===== config.mk =====
export PLATFORM = sky130hd
export DESIGN_NAME = dco_period_meter
export DESIGN_NICKNAME = d
export VERILOG_FILES = /design/src/rtl/dco_period_meter.sv
export SDC_FILE = /design/constraint.sdc
export NUM_CORES = 1
export LEC_CHECK = 0
export ABC_AREA = 1
export CORE_MARGIN = 5
export CORE_UTILIZATION = 50
export CTS_BUF_LIST = sky130_fd_sc_hd__clkbuf_8
export CTS_CLUSTER_DIAMETER = 100
export DETAILED_ROUTE_END_ITERATION = 12
export PLACE_DENSITY = 0.72
export SYNTH_ARGS = -nofsm -noshare
export SYNTH_HDL_FRONTEND = slang
export SYNTH_SLANG_ARGS = --single-unit

===== constraint.sdc =====
create_clock -name clk -period 3.4 [get_ports clk]
set_input_delay 0.51 -clock clk [delete_from_list [all_inputs] [get_ports clk]]
set_output_delay 0.51 -clock clk [all_outputs]
set_load 0.03 [all_outputs]

===== src/rtl/dco_period_meter.sv =====
// dco_period_meter
// Measures the toggle interval of a DCO output in clk cycles, averages
// 2^AVG_LOG2 consecutive intervals and decodes the average back to the
// 8-bit DCO control code that produces it.
//
// Ports:
//   clk        system clock
//   rst        synchronous reset, active-high
//   ena        block enable; low aborts any measurement
//   start      single-cycle request to begin a measurement (IDLE only)
//   cont       continuous mode; re-arm automatically after each result
//   osc_in     oscillator under test (asynchronous)
//   busy       high while in ARM or MEASURE
//   meas_valid one-cycle pulse when a result is presented
//   interval   averaged toggle interval in clk cycles
//   code_out   decoded DCO code
//   code_hit   interval matched a decode table entry
//   timeout    last result ended by timeout
module dco_period_meter #(
  parameter int CNT_W    = 8,
  parameter int AVG_LOG2 = 2,
  parameter int TIMEOUT  = 255
) (
  input  logic             clk,
  input  logic             rst,
  input  logic             ena,
  input  logic             start,
  input  logic             cont,
  input  logic             osc_in,
  output logic             busy,
  output logic             meas_valid,
  output logic [CNT_W-1:0] interval,
  output logic [7:0]       code_out,
  output logic             code_hit,
  output logic             timeout
);

  localparam int ACC_W = CNT_W + AVG_LOG2;
  localparam int NUM_W = AVG_LOG2 + 1;
  localparam logic [NUM_W-1:0] LAST_IDX = NUM_W'((1 << AVG_LOG2) - 1);
  localparam logic [CNT_W-1:0] CNT_MAX  = '1;
  localparam logic [CNT_W-1:0] TO_LIM   = CNT_W'(TIMEOUT);

  typedef enum logic [1:0] {
    S_IDLE = 2'd0,
    S_ARM  = 2'd1,
    S_MEAS = 2'd2,
    S_DONE = 2'd3
  } state_t;

  state_t state, next_state;

  logic             sync_p0, sync_p1, sync_p2;
  logic             osc_edge;
  logic [CNT_W-1:0] cnt;
  logic [ACC_W-1:0] acc;
  logic [NUM_W-1:0] num;
  logic [ACC_W-1:0] sum_p2;
  logic             to_hit;
  logic             arm_entry;
  logic             load_res;
  logic [8:0]       dec_p2;
  logic [CNT_W-1:0] avg_p2;

  // Saturating increment so a stalled oscillator parks the counter at max.
  function automatic logic [CNT_W-1:0] sat_inc(input logic [CNT_W-1:0] v);
    sat_inc = (v == CNT_MAX) ? v : v + CNT_W'(1);
  endfunction

  // Truncating average of the accumulated intervals.
  function automatic logic [CNT_W-1:0] avg_of(input logic [ACC_W-1:0] s);
    avg_of = CNT_W'(s >> AVG_LOG2);
  endfunction

  // Interval -> {hit, code}. 51 cycles is the idle/default code 0x00,
  // which is distinct from a miss only through the hit flag.
  function automatic logic [8:0] decode_code(input logic [CNT_W-1:0] v);
    logic [31:0] w;
    w = 32'(v);
    case (w)
      32'd11:  decode_code = {1'b1, 8'h80};
      32'd10:  decode_code = {1'b1, 8'h40};
      32'd9:   decode_code = {1'b1, 8'h20};
      32'd8:   decode_code = {1'b1, 8'h10};
      32'd7:   decode_code = {1'b1, 8'h08};
      32'd6:   decode_code = {1'b1, 8'h04};
      32'd5:   decode_code = {1'b1, 8'h02};
      32'd4:   decode_code = {1'b1, 8'h01};
      32'd51:  decode_code = {1'b1, 8'h00};
      default: decode_code = {1'b0, 8'h00};
    endcase
  endfunction

  // ---- stage p0/p1: two-flop synchronizer; p2: edge-detect delay ----
  always_ff @(posedge clk) begin
    if (rst) begin
      sync_p0 <= 1'b0;
      sync_p1 <= 1'b0;
      sync_p2 <= 1'b0;
    end else begin
      sync_p0 <= osc_in;
      sync_p1 <= sync_p0;
      sync_p2 <= sync_p1;
    end
  end

  assign osc_edge = sync_p1 ^ sync_p2;

  // ---- stage p2: interval counter, accumulator, decode ----
  // The counter also restarts on ARM entry so that in ARM it measures the
  // time spent waiting for the arming edge.
  always_ff @(posedge clk) begin
    if (rst) begin
      cnt <= '0;
    end else if (osc_edge || arm_entry) begin
      cnt <= CNT_W'(1);
    end else begin
      cnt <= sat_inc(cnt);
    end
  end

  assign sum_p2 = acc + ACC_W'(cnt);
  assign avg_p2 = avg_of(sum_p2);
  assign dec_p2 = decode_code(avg_p2);

  always_ff @(posedge clk) begin
    if (rst || !ena || arm_entry) begin
      acc <= '0;
      num <= '0;
    end else if (state == S_MEAS && osc_edge) begin
      acc <= sum_p2;
      num <= num + NUM_W'(1);
    end
  end

  // FSM state register
  always_ff @(posedge clk) begin
    if (rst) begin
      state <= S_IDLE;
    end else begin
      state <= next_state;
    end
  end

  // FSM next-state logic; an edge takes priority over a timeout and a low
  // ena overrides every transition.
  always_comb begin
    next_state = state;
    to_hit     = 1'b0;
    case (state)
      S_IDLE: begin
        if (start && ena) next_state = S_ARM;
      end
      S_ARM: begin
        if (osc_edge) begin
          next_state = S_MEAS;
        end else if (cnt >= TO_LIM) begin
          next_state = S_DONE;
          to_hit     = 1'b1;
        end
      end
      S_MEAS: begin
        if (osc_edge) begin
          if (num == LAST_IDX) next_state = S_DONE;
        end else if (cnt >= TO_LIM) begin
          next_state = S_DONE;
          to_hit     = 1'b1;
        end
      end
      S_DONE: begin
        next_state = (cont && ena) ? S_ARM : S_IDLE;
      end
      default: next_state = S_IDLE;
    endcase
    if (!ena) begin
      next_state = S_IDLE;
      to_hit     = 1'b0;
    end
  end

  assign arm_entry = (next_state == S_ARM) && (state != S_ARM);
  assign load_res  = (next_state == S_DONE);

  // FSM outputs
  always_comb begin
    busy       = (state == S_ARM) || (state == S_MEAS);
    meas_valid = (state == S_DONE);
  end

  // ---- stage p3: result registers, visible during DONE ----
  always_ff @(posedge clk) begin
    if (rst) begin
      interval <= '0;
      code_out <= 8'h00;
      code_hit <= 1'b0;
      timeout  <= 1'b0;
    end else if (load_res) begin
      if (to_hit) begin
        interval <= '1;
        code_out <= 8'h00;
        code_hit <= 1'b0;
        timeout  <= 1'b1;
      end else begin
        interval <= avg_p2;
        code_out <= dec_p2[7:0];
        code_hit <= dec_p2[8];
        timeout  <= 1'b0;
      end
    end
  end

endmodule

# After elaboration in Yosys (flattened, before gate mapping)
# Index checks and enable logic that the tools add are counted.
# classes
n_addsub	3
mul	0
div_mod_pow	0
order_cmp	1
eq_ne	18
shift	0
mux	19
bitwise_logic	1
reduce_logical	12
# op_table
op	n
$pmux W9 S9	1
$eq A8 B3 Y1 const B	4
$eq A8 B4 Y1 const B	4
$mux W8	2
$mux W2	6
$add A10 B8 Y10	1
$mux W1	9
$add A8 B1 Y8 const B	1
$eq A8 B6 Y1 const B	1
$eq A8 B8 Y1 const B	1
$ge A8 B8 Y1 const B	1
$pmux W2 S4	1
$eq A2 B2 Y1 const B	3
$eq A2 B1 Y1 const B	2
$logic_and A1 B1 Y1	4
$logic_or A1 B1 Y1	4
$reduce_or A2 Y1	2
$add A3 B1 Y3 const B	1
$eq A3 B2 Y1 const B	1
$logic_not A2 Y1	1
$ne A2 B1 Y1 const B	1
$ne A2 B2 Y1 const B	1
$logic_not A1 Y1	1
$xor A1 B1 Y1	1
# word_totals
regBits	44
latchBits	0
ram_bits	0
romBits	0
in_bits	6
output_inout_bits	20
wordCells	66
n_memories	0

# Longest topological paths before layout
# Gate-level depths: netlist of run 1.
# depth
depth_word	9
depth_mapped	16
depth_no_buf	16

# Worst setup path after synthesis of run 1
# No wires, ideal clock.
# synth_timing
path_type	register to register
from	reg cnt[0]
to	reg code_out[3]
setup_time_ns	0.070
arrival_ns	1.962
t_required_ns	3.330
slack_ns	1.369
path_stages_with_launch	14
n_path_buf	0
synth_period_minus_slack_ns	2.031
cell_sequence	dfxtp_1 -> ha_1 -> fa_1 -> nand2_1 -> nand2_1 -> nand2_1 -> nand3b_1 -> nand2_1 -> nand3_1 -> inv_2 -> nand2_1 -> nor2_1 -> nand3_1 -> a21oi_1
# synth_via
elab_chain_len	6
elab_cells_between_ends	23
classes_between	add/sub (1); order compare (1); eq/ne (10); mux (11)
# synth_rtl
item	line_no	source
start: declaration	55	logic [CNT_W-1:0] cnt;
start signal: assignment	118	cnt <= sat_inc(cnt);
$ge A8 B8 Y1	157, 165	
$mux W2 or $mux W1 (tied branches)	157, 165	
$mux W2 (tied with other cells)	163	if (osc_edge) begin
$pmux W2 S4 or $mux W1 (tied branches)	-	
$mux W2 or $mux W1 (tied branches)	175	if (!ena) begin
$eq A2 B2 Y1 or $mux W8 (tied branches)	182, 198	
end signal: assignment	205	code_out <= dec_p2[7:0];
end: declaration	33	output logic [7:0] code_out,
# Several ways; a longest one is shown, not always the timed one.
# A chain may end at the register's enable or synchronous reset.

# Worst setup path after layout of run 1
# layout_timing
from	reg state[0]
to	out busy
# layout_via
elab_chain_len	2
elab_cells_between_ends	3
classes_between	eq/ne (2); reduce/logical (1)
# layout_rtl
item	line_no	source
start: declaration	51	state_t state, next_state;
start signal: assignment	141	state <= next_state;
$eq A2 B1 Y1 or $eq A2 B2 Y1 (tied branches)	186	busy = (state == S_ARM) || (state == S_MEAS);
$logic_or A1 B1 Y1 *	186	
end: declaration	30	output logic busy,
# Every way passes the cells marked *; elsewhere a longest branch is shown, timed or not.

==> impl_metrics.tcl, run 1 <==
set metrics [dict create \
    post_layout_nonfiller_instances 449 \
    p_int_mw 0.846 \
    clk_pin_slew_ps 80 \
    holdWs_ps 423 \
    powerDensity_nw_per_um2 367 \
    cp_data_required_time_ps 2890 \
    post_cts_buffers 0 \
    p_clk_share_pct 42.7 \
    ctsHoldBuffers 0 \
    arrival_ps 1850 \
    ctsResizeCount 0 \
    yosys.area_share.simple_pct 33.8 \
    finalHoldViolCount 0 \
    synth.ff_latch_count 44 \
    slew_viol_final 0 \
    setup_viol 0 \
    synthMuxAreaShare_pct 0 \
    grt_max_degree 22 \
    grt_usage_pct 18.5 \
    period_needed_ps 2360 \
    cts.htree.levels 2 \
    layout_common_cells "nand2_1 (85), dfxtp_1 (44), inv_1 (41)" \
    syn2layout_area_growth_pct 16.9 \
    wl_per_cell_um 12.3 \
    path_cells "inv_1 > ha_1 > clkdlybuf4s50_1" \
    yosysSeqAreaShare_pct 34.7 \
    fin_crit_sh_pct 69.4 \
    cts_num_sinks 44 \
    cap_violations 0 \
    endpoint_kind "primary output" \
    crit_fanout 5 \
    dieHeight_um 81.2 \
    die-area_um2 6600 \
    crit_type "reg -> out" \
    grt.met3_usage_pct 3.88 \
    fp.dieW_um 81.2 \
    grt-ovfl-total 0 \
    total_power_mw 1.09 \
    grt_use_met2_pct 31.3 \
    ant_nets 0 \
    rsz0062_at_grt "no" \
    syn_nets 376 \
    layout_commonest_cell "nand2_1" \
    routabilityCongestion 0.867 \
    nets 402 \
    synth_xor_xnor_area_share_pct 2.76 \
    ys_types 37 \
    vias_per_cell 5.00 \
    status "finished clean" \
    rrSetupSlack_ps 1050 \
    antenna_found_initial 0 \
    wirelength_um 5500 \
    grt_pass1_vias 2164 \
    combPwrFrac_pct 8.3 \
    hp-class "reg -> reg" \
    start_util_pct 50.6 \
    num_vias 2245 \
    tns_ps 0 \
    drtIter0Drc 154 \
    p_leak_nw 1.28 \
    placed_cells 442 \
    met1_usage_pct 24.8 \
    fmax_mhz 424 \
    numPortBuffers 25 \
    drive_above_1_share_pct 10.0 \
    core-area_um2 5010 \
    syn_avg_cell_area_um2 7.19 \
    netlist_area_um2 2540 \
    seqPwrFrac_pct 49.0 \
    cts_inserted_buffers 5 \
    switching_share_pct 22.2 \
    clk_latency_ps 290 \
    multi_input_area_um2 1440 \
    rows 26 \
    finClkSkew_ps 5.31 \
    cpPeakStageDelay_ps 670 \
    critPathSlowestCell "clkdlybuf4s50_1" \
    ys.warnings.count 0 \
    switching_power_mw 0.241 \
    cp-start-kind "flip-flop" \
    hpwl_um 4330 \
    slew_headroom_pct 60.0 \
    cts_max_path_buffers 2 \
    worstMarginPinSlew_ps 600 \
    route.detailed.drc 0 \
    dr.pass1.iters 4 \
    grt_busiest_layer "met2" \
    layout.area.seq_um2 881 \
    synth-compound-area-share_pct 11.5 \
    fill_cells 494 \
    antennaDiodeCount 0 \
    syn_inst 353 \
    synth_top_family_by_area "simple AND/OR/NAND/NOR gates" \
    pin_count 26 \
    ir_drop_mv 0.217 \
    cts-root-buf "clkbuf_8" \
    tritoncts "built" \
    yosys.area_share.adder_pct 8.68 \
    grt_pass1_wl_um 9730 \
]
-- worst max-delay path: cells and delay by family (launching register included) --
family / cells / cell delay [ps]
buf+inv: 2 / 800
flops: 1 / 440
fa+ha+maj: 1 / 320
-- power by group through the flow --
stage | sequential [mW] | clock [mW] | combinational [mW]
floorplan | 0.548 | 0 | 0.0611
global placement | 0.544 | 0 | 0.0910
detailed placement | 0.545 | 0 | 0.0912
CTS | 0.533 | 0.475 | 0.0918
global route | 0.534 | 0.501 | 0.102
finish | 0.533 | 0.464 | 0.0908
-- sequential cells by signal, summed over array words and instances (netlist names), 2 cells and up --
name / count
num: 3
state: 2
code_out: 8
interval: 8
acc: 10
cnt: 8
-- path summary, 6_finish.rpt --
path         depth (start not counted)     endpoint  startpoint
max reg2reg                         13  code_out[1]      cnt[0]
max                                  3         busy    state[0]
min reg2reg                          2      sync_p1     sync_p0
min                                  2      sync_p1     sync_p0
-- kinds of logic after synthesis --
family                   after synthesis
AO/OA/AOI/OAI                         53
XOR/XNOR                               8
adder cells (fa/ha/maj)               17
buffers and inverters                 52
flip-flops                            44
AND/OR/NAND/NOR                      179
-- routing by layer --
metal / wire [µm] / part of all wire (%) / vias up
li1: - / - / 1192
met1: 2670 / 49 / 1015
met2: 2650 / 48 / 36
met3: 158 / 2.9 / 2
met4: 20 / 0.36 / 0
met5: 0 / 0 / -
-- cell usage after synthesis, drive strengths merged --
cell,number,share of area (%)
o21ai,22,4.5
o211ai,1,0.49
nand2,91,14
ha,16,7.9
inv,44,6.6
and2,1,0.25
fa,1,0.79
dfxtp,44,35
xnor2,2,0.69
o21bai,1,0.30
nor2,45,9.1
a21boi,1,0.30
o31ai,1,0.30
xor2,6,2.1
clkinv,1,0.15
or2,1,0.25
nor3,5,0.99
nand3b,3,1.0
nand4,8,2.0
buf,4,1.3
a21oi,27,5.6
clkbuf,3,0.44
nand3,25,5.8
-- through the flow --
stage          setup WS [ps]  util (%)  cell area (µm²)
2_1_floorplan           1370         -             2540
3_3_place_gp            1010      56.6             2840
3_5_place_dp            1010      56.6             2840
4_1_cts                 1020      59.2             2970
5_1_grt                  807      59.2             2970
6_report                1040      59.2             2970
-- cell type report --
cell class | instances | share of cell area, %
clock buffer | 5 | 2.32
clock inverter | 2 | 2.02
inverter | 45 | 5.78
multi-input combinational | 257 | 48.5
sequential | 44 | 29.7
tap | 70 | 2.95
timing repair buffer | 26 | 8.69
(Power assumes the default switching activity.)
==> run 2, diff against run 1 <==
- clock period: 3.4 -> 2.5 ns (I/O delays scaled with it)
==> run 2 against run 1 <==
Effect of this change:
- register-to-register slack got worse by 770 ps
- largest cell class unchanged
- die area unchanged
- global-route usage is 0.15 points lower
- highest routed layer unchanged
- wire length fell by 2.4%
- combinational power rose by 38%
==> impl_metrics.tcl, run 2 (synthesis results as in run 1) <==
set metrics [dict create \
    status "finished clean" \
    crit_path_start "state[0]" \
    p_int_mw 1.05 \
    wl_per_cell_um 11.9 \
    arrival_ps 1860 \
    combPwrFrac_pct 9.0 \
    switching_power_mw 0.327 \
    slew_headroom_pct 63.8 \
    grt_pass1_wl_um 9560 \
    clk_pin_slew_ps 80 \
    period_needed_ps 2230 \
    cp-start-kind "flip-flop" \
    fin_util_pct 59.5 \
    layout_common_cells "nand2_1 (83), dfxtp_1 (43), inv_1 (42)" \
    route.detailed.drc 0 \
    worstReg2RegStart "cnt[0]" \
    finClkSkew_ps 8.18 \
    cts-root-buf "clkbuf_8" \
    grt_usage_pct 18.4 \
    grt-ovfl-total 0 \
    grt_max_degree 22 \
    p_clk_share_pct 38.4 \
    vias_per_cell 4.92 \
    antenna_found_initial 0 \
    seqPwrFrac_pct 52.6 \
    largest_reg_flops 10 \
    cts_num_sinks 44 \
    post_cts_buffers 0 \
    hpwl_um 4110 \
    worstRegToRegCells 13 \
    p_leak_nw 1.28 \
    placed_area_um2 2850 \
    numPortBuffers 25 \
    cp_num_cells 3 \
    dr.pass1.iters 4 \
    hp-class "reg -> reg" \
    worstMarginPinSlew_ps 542 \
    start_util_pct 50.6 \
    path_cells "inv_1 > ha_1 > clkdlybuf4s50_1" \
    setup_viol 0 \
    cts_inserted_buffers 5 \
    critPathTopFamily "buffers and inverters" \
    rrSetupSlack_ps 280 \
    endpoint_kind "primary output" \
    cts.htree.levels 2 \
    dieHeight_um 81.2 \
    fmax_mhz 448 \
    core-area_um2 5010 \
    slew_viol_final 0 \
    routabilityCongestion 0.914 \
    antennaDiodeCount 0 \
    pin_count 26 \
    die-area_um2 6600 \
    fp.dieW_um 81.2 \
    drive_above_1_share_pct 12.3 \
    r2r-end "code_out[3]" \
    num_vias 2222 \
    rsz0062_at_grt "no" \
    rows 26 \
    tns_ps 0 \
    cts_max_path_buffers 2 \
    critPathSlowestCell "clkdlybuf4s50_1" \
    tritoncts "built" \
    layout_commonest_cell "nand2_1" \
    switching_share_pct 23.7 \
    crit_type "reg -> out" \
    top_register "acc" \
    clk_latency_ps 300 \
    crit_fanout 5 \
    fin_crit_sh_pct 89.4 \
    ant_nets 0 \
    drtIter0Drc 72 \
    cap_violations 0 \
    cpPeakStageDelay_ps 670 \
    grt_pass1_vias 2120 \
    finalHoldViolCount 0 \
    critPathCapture "busy" \
    postLayoutCellArea_um2 2980 \
    syn2layout_area_growth_pct 17.4 \
    ir_drop_mv 0.295 \
    holdWs_ps 405 \
    cp_data_required_time_ps 2120 \
    path_buf_inv 2 \
    powerDensity_nw_per_um2 463 \
    wirelength_um 5370 \
    nets 404 \
]
==> run 2: cell types whose count changed in the layout (fill, tap and decap cells not counted), moves of 2 or more <==
| cell | before | now |
|---|---|---|
| ha_1 | 16 | 14 |
| nand2_2 | 4 | 6 |
| ha_2 | 0 | 2 |
| buf_4 | 1 | 3 |
| nand2_1 | 85 | 83 |
==> run 2: per-layer routing <==
metal | vias to the layer above | track usage [%] | part of all wire (%)
met4 | 0 | 6.93 | 1.9
li1 | 1192 | - | -
met5 | - | 0 | 0
met1 | 997 | 23.8 | 49
met3 | 7 | 3.77 | 3.1
met2 | 26 | 30.0 | 46
==> run 2: per-stage QoR <==
stage / total power, mW / worst slack, ps / instances
floorplan: 0.829 / 469 / 353
global placement: 0.863 / 119 / 444
detailed placement: 0.864 / 80.0 / 444
CTS: 1.40 / 45.4 / 452
global route: 1.45 / 25.5 / 452
finish: 1.38 / 266 / 452
==> run 2: area by class of cell <==
class | instances | area, µm²
Clock buffer | 5 | 68.8
Clock inverter | 3 | 38.8
Fill cell | 495 | 2030
Inverter | 45 | 171
Multi-Input combinational cell | 257 | 1460
Sequential cell | 44 | 882
Tap cell | 70 | 87.6
Timing Repair Buffer | 28 | 273
==> run 2: power by group through the flow <==
stage / registers (mW) / logic, mW / clock network (mW)
2_1_floorplan: 0.746 / 0.0831 / 0
3_3_place_gp: 0.740 / 0.123 / 0
3_5_place_dp: 0.740 / 0.124 / 0
4_1_cts: 0.724 / 0.125 / 0.547
5_1_grt: 0.727 / 0.139 / 0.579
6_report: 0.724 / 0.125 / 0.529
==> run 2: repair_timing <==
| action | 4_1_cts | 5_1_grt |
|---|---|---|
| hold buffers | 0 | 0 |
| endpoints found under the setup margin | 0 | 8 |
| gates resized for setup | 0 | 7 |
==> run 2: worst min path at each step <==
stage                     cells past startpoint     from       to
after floorplan                               2  sync_p0  sync_p1
after global placement                        2  sync_p0  sync_p1
after detailed placement                      2  sync_p0  sync_p1
after CTS                                     2  sync_p0  sync_p1
after global routing                          2  sync_p0  sync_p1
final                                         2  sync_p0  sync_p1
==> run 2: worst register-to-register path, delay by kind of cell, from the launching register on <==
kind                       cells  cell delay, ps
and+or+nand+nor                9             920
adders and majority gates      2             600
DFF                            1             370
AOI/OAI and AO/OA              1             140
buffers and inverters          1             130
==> run 3, diff against run 2 <==
- CORE_ASPECT_RATIO: unset -> 0.9
- CTS_BUF_LIST: sky130_fd_sc_hd__clkbuf_8 -> unset
==> run 3 against run 2 <==
Effect of this change:
- cell area down 1.3%
- setup slack worse by 12 ps
- count of clock-buffer cells in the layout up 1
- first-iteration DRC count up 86%
- power down 7.7%
- clock skew down 6.4 ps
- cell count down 1.1%
- global-route usage down 0.24 points
- core utilization up 0.63 points
- critical path depth up 10
- wire length up 2.6%
- critical path type is now reg -> reg
==> impl_metrics.tcl, run 3 (synthesis results as in run 1) <==
set metrics [dict create \
    status "finished clean" \
    ir_drop_mv 0.250 \
    start_util_pct 51.8 \
    ctsHoldBuffers 0 \
    antennaDiodeCount 0 \
    core-area_um2 4890 \
    clk_latency_ps 290 \
    fp.dieW_um 85.1 \
    routabilityCongestion 0.891 \
    cp-start-kind "flip-flop" \
    seqPwrFrac_pct 56.9 \
    placed_area_um2 2850 \
    antenna_found_initial 0 \
    layout_common_cells "nand2_1 (84), dfxtp_1 (44), inv_1 (41)" \
    powerDensity_nw_per_um2 432 \
    fin_util_pct 60.1 \
    switching_share_pct 25.3 \
    dp_slack_ps 176 \
    cp_data_required_time_ps 2730 \
    grt_pass1_vias 2236 \
    hp-class "reg -> reg" \
    total_power_mw 1.27 \
    setup_viol 0 \
    cts_max_path_buffers 2 \
    finalHoldViolCount 0 \
    nets 405 \
    tns_ps 0 \
    fmax_mhz 445 \
    combPwrFrac_pct 10.0 \
    syn2layout_area_growth_pct 15.9 \
    slew_viol_final 0 \
    cts_inserted_buffers 5 \
    arrival_ps 2470 \
    finClkSkew_ps 1.81 \
    endpoint_kind "flip-flop" \
    cap_violations 0 \
    vias_per_cell 5.08 \
    wl_per_cell_um 12.3 \
    pin_count 26 \
    cts_num_sinks 44 \
    numPortBuffers 25 \
    grt_pass1_wl_um 9800 \
    cts.htree.levels 2 \
    worstMarginPinSlew_ps 568 \
    crit_type "reg -> reg" \
    route.detailed.drc 0 \
    period_needed_ps 2250 \
    p_int_mw 0.950 \
    rsz0062_at_grt "no" \
    cts-root-buf "clkbuf_8" \
    p_leak_nw 1.27 \
    fin_crit_sh_pct 89.8 \
    grt-ovfl-total 0 \
    p_clk_share_pct 33.1 \
    tritoncts "built" \
    largest_reg_flops 10 \
    dr.pass1.iters 4 \
    post_cts_buffers 0 \
    hpwl_um 4330 \
    fill_cells 463 \
    drive_above_1_share_pct 11.3 \
    rows 24 \
    slew_headroom_pct 62.1 \
    ant_nets 0 \
    dieHeight_um 77.6 \
    top_register "acc" \
    layout_commonest_cell "nand2_1" \
    drtIter0Drc 134 \
    wirelength_um 5510 \
    grt_usage_pct 18.2 \
    grt_max_degree 22 \
    num_vias 2270 \
    switching_power_mw 0.322 \
    postLayoutCellArea_um2 2940 \
    ctsResizeCount 0 \
    final.setup.worst_slack_ps 254 \
    crit_fanout 5 \
    die-area_um2 6600 \
    clk_pin_slew_ps 80 \
]
-- run 3: changes by cell type in the layout (fill, tap and decap cells not counted), sizes merged --
cell,before,now
inv,45,44
buf,3,4
bufinv,1,0
clkbuf,5,6
-- run 3: power by group through the flow --
stage / registers [mW] / logic [mW] / clock network [mW]
2_1_floorplan: 0.746 / 0.0831 / 0
3_3_place_gp: 0.740 / 0.126 / 0
3_5_place_dp: 0.741 / 0.127 / 0
4_1_cts: 0.724 / 0.128 / 0.435
5_1_grt: 0.726 / 0.142 / 0.472
6_report: 0.724 / 0.127 / 0.420
-- run 3: area by class of cell --
type / count / area, µm² / share of cell area [%]
clock buffer: 6 / 72.6 / 2.47
clock inverter: 1 / 5.00 / 0.170
inverter: 45 / 171 / 5.83
multi-input combinational: 257 / 1450 / 49.3
sequential: 44 / 881 / 29.9
tap: 65 / 81.3 / 2.76
timing repair buffer: 29 / 280 / 9.53
-- run 3: routing by layer --
metal	GRT usage (%)	part of all wire (%)	vias to the layer above
li1	-	-	1194
met1	22.6	48	1035
met2	31.4	47	31
met3	3.39	3.0	10
met4	6.17	1.7	0
met5	0	0	-
-- run 3: critical path, cell delays in order, from the launching register on --
cell      delay [ps]
dfxtp_1          360
ha_1             280
fa_2             390
nand2_1          100
nand2_1           70
nand2_1           70
nand3b_1          80
nand2_1          150
nand3_2          150
inv_2            110
nand2_1           80
nor2_1           120
nand3_1           90
a21oi_1          120
-- run 3: path summary, 6_finish.rpt --
check               start     endpoint  slack [ps]  depth (start not counted)
setup reg to reg   cnt[0]  code_out[3]         250                         13
hold reg to reg   sync_p0      sync_p1         410                          2
hold / removal    sync_p0      sync_p1         410                          2
setup / recovery   cnt[0]  code_out[3]         250                         13
-- run 3: per-stage QoR --
| stage | instances | hold slack [ps] |
|---|---|---|
| after floorplan | 353 | 388 |
| after global placement | 440 | 393 |
| after detailed placement | 440 | 396 |
| after CTS | 447 | 409 |
| after global routing | 447 | 431 |
| final | 447 | 406 |
